$ cat config.mk
export PLATFORM = sky130hd
export DESIGN_NAME = mandelbrot_scheduler
export DESIGN_NICKNAME = d
export VERILOG_FILES = /design/src/rtl/mandelbrot_scheduler.sv
export SDC_FILE = /design/constraint.sdc
export NUM_CORES = 1
export LEC_CHECK = 0
export ABC_CLOCK_PERIOD_IN_PS = 11270
export CAP_MARGIN = 25
export CORE_MARGIN = 3
export CORE_UTILIZATION = 58
export DETAILED_ROUTE_END_ITERATION = 8
export GPL_ROUTABILITY_DRIVEN = 0
export PLACE_DENSITY = 0.95
export SLEW_MARGIN = 20
export SYNTH_ARGS = -nofsm -noshare
export SYNTH_HDL_FRONTEND = slang
export SYNTH_SLANG_ARGS = --single-unit
$ cat constraint.sdc
create_clock -name clk -period 11.27 [get_ports clk]
set_input_delay 2.254 -clock clk [delete_from_list [all_inputs] [get_ports clk]]
set_output_delay 2.254 -clock clk [all_outputs]
set_load 0.01 [all_outputs]
$ cat src/rtl/mandelbrot_scheduler.sv
// Frame scheduler: scans a pixel grid, dispatches c values to NCORES engines and streams (x,y,count) results.
// Optional SCHED_PERF_EN adds a saturating busy-cycle counter output perf_cycles.
module mandelbrot_scheduler #(
  parameter int NCORES = 4,
  parameter int Q      = 12,
  parameter int N      = 16,
  parameter int NC     = 8,
  parameter int XW     = 8,
  parameter int YW     = 8
) (
  input  logic                 clk,
  input  logic                 rst_n,
  input  logic                 start,
  input  logic [N-1:0]         cfg_x0,
  input  logic [N-1:0]         cfg_y0,
  input  logic [N-1:0]         cfg_dx,
  input  logic [N-1:0]         cfg_dy,
  input  logic [XW-1:0]        cfg_width,
  input  logic [YW-1:0]        cfg_height,
  output logic                 busy,
  output logic                 frame_done,
  output logic [NCORES-1:0]    core_run,
  input  logic [NCORES-1:0]    core_done,
  input  logic [NCORES*NC-1:0] core_count,
  output logic [NCORES*N-1:0]  core_c_re,
  output logic [NCORES*N-1:0]  core_c_im,
  output logic                 res_valid,
  input  logic                 res_ready,
  output logic [XW-1:0]        res_x,
  output logic [YW-1:0]        res_y,
  output logic [NC-1:0]        res_count
`ifdef SCHED_PERF_EN
  ,
  output logic [31:0]          perf_cycles
`endif
);

  localparam int IW = (NCORES > 1) ? $clog2(NCORES) : 1;

  if (NCORES < 1 || NCORES > 8 || Q < 1 || Q >= N) begin : g_bad_param
    $error("mandelbrot_scheduler: NCORES must be 1..8 and Q must be 1..N-1");
  end

  typedef enum logic [1:0] {ST_IDLE, ST_SCAN, ST_DRAIN} top_st_t;
  typedef enum logic [2:0] {SL_FREE, SL_LAUNCH, SL_WAIT_LO, SL_WAIT_HI, SL_RESULT} slot_st_t;

  top_st_t  st, st_nx;
  slot_st_t slot_st [NCORES];
  slot_st_t slot_nx [NCORES];

  logic [N-1:0]  x0_q, dx_q, dy_q;
  logic [XW-1:0] w_q;
  logic [YW-1:0] h_q;
  logic [N-1:0]  acc_re, acc_im;
  logic [XW-1:0] pix_x;
  logic [YW-1:0] pix_y;

  logic [XW-1:0] slot_x   [NCORES];
  logic [YW-1:0] slot_y   [NCORES];
  logic [NC-1:0] slot_cnt [NCORES];
  logic [N-1:0]  c_re_q   [NCORES];
  logic [N-1:0]  c_im_q   [NCORES];

  logic [IW-1:0] res_slot, rr_ptr;
  logic          start_acc, launch, last_pix, accept, others_free;
  logic          disp_found, gnt_found;
  logic [IW-1:0] disp_idx, gnt_idx;

  // Engine format is sign-magnitude; the most negative value has no magnitude and saturates.
  function automatic logic [N-1:0] to_sm(input logic [N-1:0] v);
    logic [N-1:0] neg;
    neg = (~v) + {{(N-1){1'b0}}, 1'b1};
    if (!v[N-1])
      to_sm = v;
    else if (v == {1'b1, {(N-1){1'b0}}})
      to_sm = {N{1'b1}};
    else
      to_sm = {1'b1, neg[N-2:0]};
  endfunction

  assign start_acc = (st == ST_IDLE) && start;
  assign last_pix  = (pix_x == w_q) && (pix_y == h_q);
  assign accept    = res_valid && res_ready;
  assign launch    = (st == ST_SCAN) && disp_found;
  assign busy      = (st != ST_IDLE);

  // An engine whose done is still low (in flight across a reset) is never picked.
  always_comb begin
    disp_found = 1'b0;
    disp_idx   = '0;
    for (int i = NCORES - 1; i >= 0; i--) begin
      if (slot_st[i] == SL_FREE && core_done[i]) begin
        disp_found = 1'b1;
        disp_idx   = IW'(i);
      end
    end
  end

  always_comb begin
    gnt_found = 1'b0;
    gnt_idx   = '0;
    for (int k = 0; k < NCORES; k++) begin
      if (!gnt_found && slot_st[(int'(rr_ptr) + k) % NCORES] == SL_RESULT) begin
        gnt_found = 1'b1;
        gnt_idx   = IW'((int'(rr_ptr) + k) % NCORES);
      end
    end
  end

  always_comb begin
    others_free = 1'b1;
    for (int i = 0; i < NCORES; i++) begin
      if (slot_st[i] != SL_FREE && IW'(i) != res_slot)
        others_free = 1'b0;
    end
  end

  always_comb begin
    st_nx      = st;
    frame_done = 1'b0;
    case (st)
      ST_IDLE:  if (start) st_nx = ST_SCAN;
      ST_SCAN:  if (launch && last_pix) st_nx = ST_DRAIN;
      ST_DRAIN: begin
        if (accept && others_free) begin
          st_nx      = ST_IDLE;
          frame_done = 1'b1;
        end
      end
      default:  st_nx = ST_IDLE;
    endcase
  end

  always_comb begin
    for (int i = 0; i < NCORES; i++) begin
      slot_nx[i] = slot_st[i];
      case (slot_st[i])
        SL_FREE:    if (launch && disp_idx == IW'(i)) slot_nx[i] = SL_LAUNCH;
        SL_LAUNCH:  slot_nx[i] = SL_WAIT_LO;
        SL_WAIT_LO: if (!core_done[i]) slot_nx[i] = SL_WAIT_HI;
        SL_WAIT_HI: if (core_done[i]) slot_nx[i] = SL_RESULT;
        SL_RESULT:  if (accept && res_slot == IW'(i)) slot_nx[i] = SL_FREE;
        default:    slot_nx[i] = SL_FREE;
      endcase
    end
  end

  always_comb begin
    core_run  = '0;
    core_c_re = '0;
    core_c_im = '0;
    for (int i = 0; i < NCORES; i++) begin
      core_run[i]        = (slot_st[i] == SL_LAUNCH);
      core_c_re[i*N +: N] = c_re_q[i];
      core_c_im[i*N +: N] = c_im_q[i];
    end
  end

  always_ff @(posedge clk) begin
    if (!rst_n) begin
      st <= ST_IDLE;
      for (int i = 0; i < NCORES; i++) slot_st[i] <= SL_FREE;
    end else begin
      st <= st_nx;
      for (int i = 0; i < NCORES; i++) slot_st[i] <= slot_nx[i];
    end
  end

  always_ff @(posedge clk) begin
    if (!rst_n) begin
      x0_q   <= '0;
      dx_q   <= '0;
      dy_q   <= '0;
      w_q    <= '0;
      h_q    <= '0;
      acc_re <= '0;
      acc_im <= '0;
      pix_x  <= '0;
      pix_y  <= '0;
      for (int i = 0; i < NCORES; i++) begin
        slot_x[i]   <= '0;
        slot_y[i]   <= '0;
        slot_cnt[i] <= '0;
        c_re_q[i]   <= '0;
        c_im_q[i]   <= '0;
      end
    end else begin
      if (start_acc) begin
        x0_q   <= cfg_x0;
        dx_q   <= cfg_dx;
        dy_q   <= cfg_dy;
        w_q    <= cfg_width;
        h_q    <= cfg_height;
        acc_re <= cfg_x0;
        acc_im <= cfg_y0;
        pix_x  <= '0;
        pix_y  <= '0;
      end else if (launch) begin
        if (pix_x == w_q) begin
          pix_x  <= '0;
          pix_y  <= pix_y + 1'b1;
          acc_re <= x0_q;
          acc_im <= acc_im + dy_q;
        end else begin
          pix_x  <= pix_x + 1'b1;
          acc_re <= acc_re + dx_q;
        end
      end
      for (int i = 0; i < NCORES; i++) begin
        if (launch && disp_idx == IW'(i)) begin
          slot_x[i] <= pix_x;
          slot_y[i] <= pix_y;
          c_re_q[i] <= to_sm(acc_re);
          c_im_q[i] <= to_sm(acc_im);
        end
        if (slot_st[i] == SL_WAIT_HI && core_done[i])
          slot_cnt[i] <= core_count[i*NC +: NC];
      end
    end
  end

  // The granted slot stays in RESULT until its result is accepted; a new grant waits for an empty register.
  always_ff @(posedge clk) begin
    if (!rst_n) begin
      res_valid <= 1'b0;
      res_x     <= '0;
      res_y     <= '0;
      res_count <= '0;
      res_slot  <= '0;
      rr_ptr    <= '0;
    end else if (res_valid) begin
      if (res_ready) begin
        res_valid <= 1'b0;
        rr_ptr    <= (res_slot == IW'(NCORES - 1)) ? '0 : res_slot + 1'b1;
      end
    end else if (gnt_found) begin
      res_valid <= 1'b1;
      res_x     <= slot_x[gnt_idx];
      res_y     <= slot_y[gnt_idx];
      res_count <= slot_cnt[gnt_idx];
      res_slot  <= gnt_idx;
    end
  end

`ifdef SCHED_PERF_EN
  always_ff @(posedge clk) begin
    if (!rst_n)
      perf_cycles <= '0;
    else if (start_acc)
      perf_cycles <= '0;
    else if (busy && perf_cycles != 32'hFFFF_FFFF)
      perf_cycles <= perf_cycles + 32'd1;
  end
`endif

endmodule
; After elaboration in Yosys (flattened, before gate mapping)
; Memories as Yosys holds them, arrays and structs flattened. A register that Yosys moved wholly into a read port is not among the register bits.
; Index checks and enable logic that the tools add are counted.
[classes]
addsub = 10
eq_ne = 38
muxes = 129
n_bitwise = 28
reduce_logical = 56
[ops]
columns = operator, n
row1 = $mux 16, 32
row2 = $mux 8, 13
row3 = $mux 3, 20
row4 = $pmux 3 s5, 4
row5 = $mux 1, 43
row6 = $add 16x16->16, 2
row7 = $eq 16x16->1 const B, 2
row8 = $add 15x1->15 const B, 2
row9 = $mux 15, 2
row10 = $not 15->15, 2
row11 = $logic_and 1x1->1, 29
row12 = $mux 2, 14
row13 = $eq 3x2->1 const B, 8
row14 = $eq 3x3->1 const B, 8
row15 = $or 1x1->1, 24
row16 = $add 8x1->8 const B, 2
row17 = $eq 8x8->1, 2
row18 = $eq 3x1->1 const B, 4
row19 = $logic_not 3->1, 4
row20 = $reduce_bool 3->1, 4
row21 = $eq 2x2->1 const B, 5
row22 = $reduce_and 2->1, 4
row23 = $reduce_bool 2->1, 4
row24 = $eq 2x1->1 const B, 3
row25 = other kinds (12), 24
[word_totals]
register_bits = 119
ramBits = 236
in_bits = 120
out_inout_bits = 159
word_cells = 280
n_memories = 6
[mem_list]
columns = memory, words, width, rd, rd_ports_with_merged_regs, write_ports, line_no
row1 = c_im_q, 4, 16, 4, 0, 4, 62  ; logic [N-1:0] c_im_q [NCORES];
row2 = c_re_q, 4, 16, 4, 0, 4, 61  ; logic [N-1:0] c_re_q [NCORES];
row3 = slot_cnt, 4, 8, 1, 1, 4, 60  ; logic [NC-1:0] slot_cnt [NCORES];
row4 = slot_x, 4, 8, 1, 1, 4, 58  ; logic [XW-1:0] slot_x [NCORES];
row5 = slot_y, 4, 8, 1, 1, 4, 59  ; logic [YW-1:0] slot_y [NCORES];
row6 = slot_st, 4, 3, 8, 1, 4, 48  ; slot_st_t slot_st [NCORES];

; Logic depth before layout (Yosys ltp)
; Gate-level depths: netlist of the first run.
[logic_depth]
ltp_word = 13
depth_mapped = 11
depth_no_buf = 9

; Worst setup path before layout of the first run
; No wires, ideal clock.
[synth_timing]
kind = input to register
start = input port core_done[1]
end = memory c_im_q[1][0], enable pin
setup_time_ns = 0.520
arrival_ns = 6.351
t_required_ns = 10.750
setup_slack_ns = 4.399
cell_stages = 2
n_path_buf = 0
path_cell_list = or4b_2 -> o21ai_0
[synth_lines]
columns = element, line_no
row1 = start: declaration, 23  ; input logic [NCORES-1:0] core_done,
row2 = end: declaration, 62

; Worst setup path in the final report of the first run
[layout_timing]
start = input port res_ready
end = output port frame_done
[layout_between]
elab_chain_cells = 4
[layout_rtl]
columns = element, line_no
row1 = start: declaration, 28  ; input logic res_ready,
row2 = $logic_and 1x1->1, 83  ; assign accept = res_valid && res_ready;
row3 = $logic_and 1x1->1, 125  ; if (accept && others_free) begin
row4 = $mux 1, 125
row5 = $mux 1, 121  ; case (st)
row6 = end: declaration, 21  ; output logic frame_done,
; Every way passes these cells.

==> impl_summary.txt, run 1 <==
----------------------------------------------------
[Run status]
  Outcome ... completed

[Logic synthesis]
  Top cells by instance count after synthesis ... nor2_1, edfxtp_1, nand2_1
  Primary flip-flop cell chosen by synthesis mapping ... edfxtp_1
  Synth Area per Inst ... 10.37 um^2
  Share of the synthesized area in the top cell type ... 38.41%
  Area contributors post-synth ... edfxtp_1, dfxtp_1, nor2_1
  Number of synthesized register bits ... 381
  Post-synthesis instance total ... 1689
  Synthesized cell area ... approximately 18000 um^2
  Post-synth EDFFs ... 224
  Synthesis Warnings ... 0
  Most repeated cell in the gate-level netlist after synthesis ... nor2_1
  Share of flip-flops with an asynchronous set or reset ... 0%
  Yosys top cell by area ... edfxtp_1
  Synthesized netlist net count ... 1849
  Fraction of the yosys area taken by sequential cells ... between 50% and 60%
  Distinct cells, synth ... 81

[Finish]
  Number of nets in the finished design ... approximately 2100
  Ratio of cells with drive above 1 in the final layout ... 6.410%
  Count of antenna diodes in the layout ... 0
  Non-Filler Cell Area, Final ... 21840 um^2
  Synth-to-Final Area Change ... 24.72%

[Place]
  Instance area after placement ... 20560 um^2
  Port buffer count ... 278
  Detailed Place HPWL ... 34180 um

[GRT]
  Pin count of the biggest net entering global routing ... 100
  Global Route met1 Usage ... 39.46%
  Met2 track utilization from global routing ... 49.49%
  Global Route Usage Sum ... 30.18%
  Wire length of the first global-routing pass ... between 70000 and 80000 um
  Vias in the first global route ... 14420
  Initial antenna violation count ... 0
  Met3 track demand over resource ... 4.466%
  Remaining global-route overflow ... 0
  Layer with the highest usage after global routing ... met2

[STA]
  Max-slew violation count ... 0
  Minimum period implied by the final worst setup slack ... 6.137 ns
  Number of setup violations in the final report ... 0
  Final worst-path cycle share ... between 50 and 60%
  FMAX ... approximately 160 MHz
  Largest clock skew in the final design ... ~0.022 ns
  Total Negative Setup Slacks ... 0 ns
  Slew headroom ... ~34%
  Setup repair after global routing missed its margin ... false
  Hold violation total from the final report ... 0
  Tightest Pin Transition ... 0.9869 ns

[Worst setup path]
  Cell with the biggest individual delay on the critical path ... clkdlybuf4s50_1
  Delay-heaviest family, CP ... buffers and inverters
  Arrival time at the worst endpoint ... 3.88 ns
  Category of the most critical setup path ... in2out
  Count of buffer and inverter cells on the critical path ... 2
  Launching element type of the critical path ... input port
  R2r setup slk ... 7.79 ns
  Cell chain of the critical path ... clkdlybuf4s50_1 > nand2_1 > or3_1 > nor2_1 > clkdlybuf4s50_1
  CP peak stage delay ... 0.54 ns
  Biggest fanout along the worst timing path ... 4
  CP Capture Type ... primary output
  Worst path required time ... between 9 and 10 ns
  Most used cell along the critical path ... clkdlybuf4s50_1

[Detailed routing]
  Detailed-routing iteration count for the pre-antenna-repair pass ... 6
  Total Wirelength ... about 51000 um
  Remaining number of nets flagged by the antenna check after routing ... 0
  Mean number of vias per cell ... approximately 6.3
  Detailed-route wire length per cell ... approximately 22 um
  Overall via count from detail_route ... 14760
  Iteration-0 DRC count of the detailed router ... 2153
  Residual DRC ... 0

[Die]
  FP Rows ... 62
  DIE AREA ... 32310 um^2
  Initial core utilization ... approximately three fifths
  Y dimension of the die ... 179.8 um
  Horizontal die dimension ... ~180 um
  IO Count ... 279
  Placeable core region ... 29250 um^2

[CTS]
  Clock root buffer ... clkbuf_16
  Skew-Pair Late Insertion Delay ... 0.53 ns
  Depth of the CTS H-tree ... 2
  Post-CTS Setup Bufs ... 0
  Clock edge transition at the registers on the reported setup and hold paths ... roughly 0.06 ns
  CTS tree ... yes
  Number of gates resized after CTS ... 0
  Number of buffers added to fix hold violations after cts ... 0
  Number of buffers inserted during clock tree synthesis ... 38
  Longest Clk Path Bufs ... 3
  Sinks on the clock net ... 381

[Power and ir drop]
  Leak ... between 8 and 9 nW
  Maximum resistive drop on vdd ... 0.0001022 V
  PD cells ... 157.5 nW/um^2

[Run]
  Maximum capacitance violations ... 0

[Worst hold path]
  Type of the most critical hold path ... reg2reg

----------------------------------------------------
## where the power goes
group / internal (W) / total [W] / switching [W]
Combinational: 0.000215 / 0.000533 / 0.000318
Sequential: 0.00156 / 0.00163 / 0.0000745
Clock: 0.000745 / 0.00128 / 0.000530
Total: 0.00252 / 0.00344 / 0.000923
## layout by cell type, fill, tap and decap left out, types with 8 or more instances in the layout
| master | instances |
|---|---|
| a31oi_1 | 16 |
| and2_1 | 18 |
| a211oi_1 | 12 |
| dfxtp_1 | 157 |
| nand2b_1 | 11 |
| xnor2_1 | 60 |
| xor2_1 | 14 |
| a221o_1 | 24 |
| nor2_1 | 226 |
| a21oi_1 | 116 |
| a311oi_1 | 8 |
| buf_4 | 18 |
| ha_1 | 38 |
| clkdlybuf4s50_1 | 277 |
| a22o_1 | 10 |
| a22oi_1 | 11 |
| mux2i_1 | 15 |
| o31ai_1 | 9 |
| clkbuf_16 | 38 |
| nand2_1 | 221 |
| and3_1 | 94 |
| mux2_1 | 10 |
| o32ai_1 | 10 |
| clkinv_1 | 8 |
| nand3_1 | 31 |
| inv_1 | 14 |
| or3_1 | 8 |
| o21a_1 | 8 |
| nor3_1 | 19 |
| edfxtp_1 | 224 |
| o21ai_0 | 51 |
| nand4_1 | 10 |
| a21o_1 | 8 |
## worst register-to-register path: stages (launching register included)
cell,delay (ns)
dfxtp_1,0.46
nor3b_2,0.35
nor2_1,0.10
mux4_2,0.70
or3_1,0.70
nand2_4,0.33
mux2_2,0.38
a221o_1,0.35
## sequential cells by signal, indices dropped and copies added, names as in the netlist, 8 cells and up, named ones only
name       cells
c_im_q        64
c_re_q        64
slot_cnt      32
slot_x        32
slot_y        32
acc_im        16
acc_re        16
dx_q          16
dy_q          16
x0_q          16
slot_st       12
h_q            8
pix_x          8
pix_y          8
res_count      8
res_x          8
res_y          8
w_q            8
## cell type report
type | instances | area [um^2]
Fill cell | 1765 | 7406
Sequential cell | 381 | 9869
Tap cell | 384 | 480.5
Multi-Input combinational cell | 1184 | 7197
Inverter | 15 | 56.30
Clock inverter | 25 | 271.5
Clock buffer | 43 | 979.7
Timing Repair Buffer | 302 | 2985
## stage by stage
stage          power (W)  hold slack (ns)  cells  setup slack [ns]  util [%]
6_report        0.003439           0.4556   2334             5.133     74.68
5_1_grt         0.003547           0.4793   2334             5.023     74.68
4_1_cts         0.003425           0.4576   2332             5.129     74.57
3_5_place_dp    0.002169           0.4496   2264             5.141     70.29
3_3_place_gp    0.002138           0.4409   2260             5.143     70.10
2_1_floorplan   0.001942           0.4332   1689             4.399         -
## cells by family after synthesis
group	Yosys count	share of synthesized area, %
AND/OR/NAND/NOR	695	18.78
flip-flops	381	56.36
AO/OA/AOI/OAI	342	13.13
buffers and inverters	124	2.880
XOR/XNOR	74	3.701
adder cells (fa/ha/maj)	40	2.944
multiplexers	33	2.208
## final timing paths
check,startpoint,end,cells past startpoint
setup / recovery,res_ready,frame_done,5
hold / removal,x0_q[3],x0_q[3],2
setup reg to reg,slot_st[0][2],res_x[7],7
hold reg to reg,x0_q[3],x0_q[3],2
## layer usage
metal | vias up | routed length [um] | share of wire [%]
met5 | - | 0 | 0
met4 | 0 | 2742 | 5.4
met3 | 181 | 5528 | 11
met2 | 1056 | 24310 | 48
met1 | 6951 | 18090 | 36
li1 | 6569 | - | -
Power figures use the tool's default switching activity.
==> run 2: changes to the inputs <==
Settings changed: ABC_CLOCK_PERIOD_IN_PS 11270 to 5600, CORE_UTILIZATION 58 to 49, PLACE_DENSITY 0.95 to 0.89.
Clock period 11.27 ns to 5.6 ns, I/O delays scaled along.
==> run 2 against run 1 <==
Against the previous run: first-iteration DRC count shrank 24%; clock power grew 110%; routed wire length shrank 0.46%; final area grew 0.83%; sequential power grew 100%; worst setup slack lost 3.5 ns; clock-buffer cell count grew 4; largest cell class unchanged.
==> impl_summary.txt, run 2 (synthesis gave the netlist of run 1 again) <==
----------------------------------------------------
[Run status]
  Outcome ... completed (unchanged)

[STA]
  Largest clock skew in the final design ... 0.02954 ns (was 0.02200 ns)
  Total Negative Setup Slacks ... 0 ns (unchanged)
  Setup repair after global routing missed its margin ... false (unchanged)
  Final worst-path cycle share ... 70.19%
  Slew headroom ... 32.61% (was 34.20%)
  FMAX ... 254.4 MHz
  Max-slew violation count ... 0 (unchanged)
  Post-route worst hold slack ... 0.4568 ns (was 0.4556 ns)
  Minimum period implied by the final worst setup slack ... 3.930 ns
  Hold violation total from the final report ... 0 (unchanged)
  Final critical-path setup slack ... 1.670 ns (was 5.133 ns)
  Tightest Pin Transition ... 1.011 ns (was 0.9869 ns)
  Number of setup violations in the final report ... 0 (unchanged)

[CTS]
  Clock root buffer ... clkbuf_16 (unchanged)
  Sinks on the clock net ... 381 (unchanged)
  Number of gates resized after CTS ... 0 (unchanged)
  Clock edge transition at the registers on the reported setup and hold paths ... 0.05 ns (was 0.06 ns)
  Number of buffers inserted during clock tree synthesis ... 39 (was 38)
  Skew-Pair Late Insertion Delay ... 0.54 ns (was 0.53 ns)
  Post-CTS Setup Bufs ... 0 (unchanged)
  CTS tree ... yes (unchanged)
  Longest Clk Path Bufs ... 3 (unchanged)
  Number of buffers added to fix hold violations after cts ... 0 (unchanged)
  Depth of the CTS H-tree ... 2 (unchanged)

[Worst setup path]
  Reg2Reg Capture Point ... res_x[7] (unchanged)
  CP Launch Point ... res_ready (unchanged)
  Capturing element of the worst setup path ... frame_done (unchanged)
  Most used cell along the critical path ... clkdlybuf4s50_1 (unchanged)
  Cell with the biggest individual delay on the critical path ... clkdlybuf4s50_1 (unchanged)
  CP peak stage delay ... 0.55 ns (was 0.54 ns)
  Launching element type of the critical path ... input port (unchanged)
  Worst path required time ... 4.48 ns (was 9.02 ns)
  Biggest fanout along the worst timing path ... 4 (unchanged)
  Category of the most critical setup path ... in2out (unchanged)
  Depth of the worst register-to-register path ... 7 (unchanged)
  Cell chain of the critical path ... clkdlybuf4s50_1 > nand2_1 > or3_1 > nor2_1 > clkdlybuf4s50_1 (unchanged)
  Arrival time at the worst endpoint ... 2.81 ns (was 3.88 ns)
  Reg-to-Reg Start ... slot_st[1][2] (was slot_st[0][2])
  CP Capture Type ... primary output (unchanged)
  R2r setup slk ... 2.15 ns (was 7.79 ns)

[Detailed routing]
  Remaining number of nets flagged by the antenna check after routing ... 0 (unchanged)
  Total Wirelength ... 50440 um (was 50680 um)
  Iteration-0 DRC count of the detailed router ... 1646 (was 2153)
  Residual DRC ... 0 (unchanged)
  Overall via count from detail_route ... 14520 (was 14760)
  Mean number of vias per cell ... 6.027 (was 6.323)
  Detailed-route wire length per cell ... 20.94 um (was 21.71 um)
  Detailed-routing iteration count for the pre-antenna-repair pass ... 6 (unchanged)

[Power and ir drop]
  Sw Ratio ... 26.76% (was 26.85%)
  Leak ... 8.344 nW (was 8.295 nW)
  Switch Pwr ... 0.001872 W (was 0.0009233 W)
  Pint ... 0.005123 W (was 0.002516 W)
  Sequential power share ... 46.8% (was 47.4%)
  PD cells ... 317.7 nW/um^2 (was 157.5 nW/um^2)
  Maximum resistive drop on vdd ... 0.0002192 V (was 0.0001022 V)
  Clock power share ... 37.8% (was 37.1%)
  Combinational share of power ... 15.3% (was 15.5%)

[Finish]
  Count of antenna diodes in the layout ... 0 (unchanged)
  Highest-count cells in the layout ignoring fill and taps ... clkdlybuf4s50_1, nor2_1, edfxtp_1 (unchanged)
  Filler-free cell count of the finished design ... 2409 (was 2334)
  # fillers ... 2584 (was 1765)
  Non-Filler Cell Area, Final ... 22020 um^2 (was 21840 um^2)
  Number of nets in the finished design ... 2083 (was 2082)
  Ratio of cells with drive above 1 in the final layout ... 6.909% (was 6.410%)
  Most frequent standard cell in the layout excluding fill and tap cells ... clkdlybuf4s50_1 (unchanged)
  Regs by FF count ... c_im_q: 64 flops, c_re_q: 64 flops (unchanged)
  Synth-to-Final Area Change ... 25.75% (was 24.72%)

[Place]
  Detailed Place HPWL ... 35030 um (was 34180 um)
  Placed Cells ... 2336 (was 2264)
  Worst setup slack after placement ... 1.410 ns (was 5.141 ns)
  Instance area after placement ... 20670 um^2 (was 20560 um^2)
  Port buffer count ... 278 (unchanged)

[GRT]
  Pin count of the biggest net entering global routing ... 83 (was 100)
  Wire length of the first global-routing pass ... 78060 um (was 78940 um)
  Layer with the highest usage after global routing ... met2 (unchanged)
  Global Route met1 Usage ... 34.52% (was 39.46%)
  Met2 track utilization from global routing ... 40.59% (was 49.49%)
  Met3 track demand over resource ... 3.451% (was 4.466%)
  Vias in the first global route ... 14110 (was 14420)
  Initial antenna violation count ... 0 (unchanged)
  Remaining global-route overflow ... 0 (unchanged)
  Global Route Usage Sum ... 25.42% (was 30.18%)

[Run]
  Maximum capacitance violations ... 0 (unchanged)

[Worst hold path]
  Hold Startpoint ... x0_q[2] (was x0_q[3])
  Type of the most critical hold path ... reg2reg (unchanged)

[Die]
  DIE AREA ... 38040 um^2 (was 32310 um^2)
  Horizontal die dimension ... 195.0 um (was 179.8 um)
  IO Count ... 279 (unchanged)
  FP Rows ... 68 (was 62)
  Initial core utilization ... 50.20% (was 59.87%)
  Y dimension of the die ... 195.0 um (was 179.8 um)
  Placeable core region ... 34880 um^2 (was 29250 um^2)

----------------------------------------------------
[run 2: cell types whose count changed in the layout (fill, tap and decap cells not counted), sizes merged]
cell / delta
buf: +1
bufinv: -1
clkinv: +4
inv: -3
clkbuf: +3
[run 2: per-layer routing]
layer,vias up,wire length (um)
met5,-,0
met2,869,23500
li1,6586,-
met3,153,4655
met1,6912,19760
met4,0,2530
[run 2: worst min-delay path by stage]
stage / to / slack, ns / cells past startpoint
3_5_place_dp: x0_q[15] / 0.45 / 2
2_1_floorplan: x0_q[15] / 0.43 / 2
6_report: x0_q[2] / 0.46 / 2
4_1_cts: x0_q[15] / 0.46 / 2
3_3_place_gp: x0_q[12] / 0.44 / 2
5_1_grt: x0_q[15] / 0.47 / 2
[run 2: per-stage QoR]
| stage | total power, W | utilization, % |
|---|---|---|
| 2_1_floorplan | 0.003906 | - |
| 3_3_place_gp | 0.004321 | 59.06 |
| 3_5_place_dp | 0.004371 | 59.25 |
| 4_1_cts | 0.006988 | 63.06 |
| 5_1_grt | 0.007226 | 63.12 |
| 6_report | 0.006995 | 63.12 |
[run 2: power groups by stage]
stage / Sequential, W / Clock (W) / Combinational, W
finish: 0.00328 / 0.00265 / 0.00107
global route: 0.00329 / 0.00278 / 0.00116
global placement: 0.00332 / 0 / 0.00100
CTS: 0.00327 / 0.00266 / 0.00106
detailed placement: 0.00333 / 0 / 0.00104
floorplan: 0.00330 / 0 / 0.000603
[run 2: worst max-delay path: cells and delay by family]
kind	cells	cell delay, ns
buffers and inverters	2	1.03
AND/OR/NAND/NOR	3	0.66
[run 2: area by class of cell]
type	count	area [um^2]	share of cell area [%]
sequential	381	9869	44.82
inverter	15	56.30	0.2557
clock inverter	25	259.0	1.176
multi-input combinational	1184	7202	32.71
timing repair buffer	302	2997	13.61
clock buffer	47	1067	4.847
tap	455	569.3	2.585
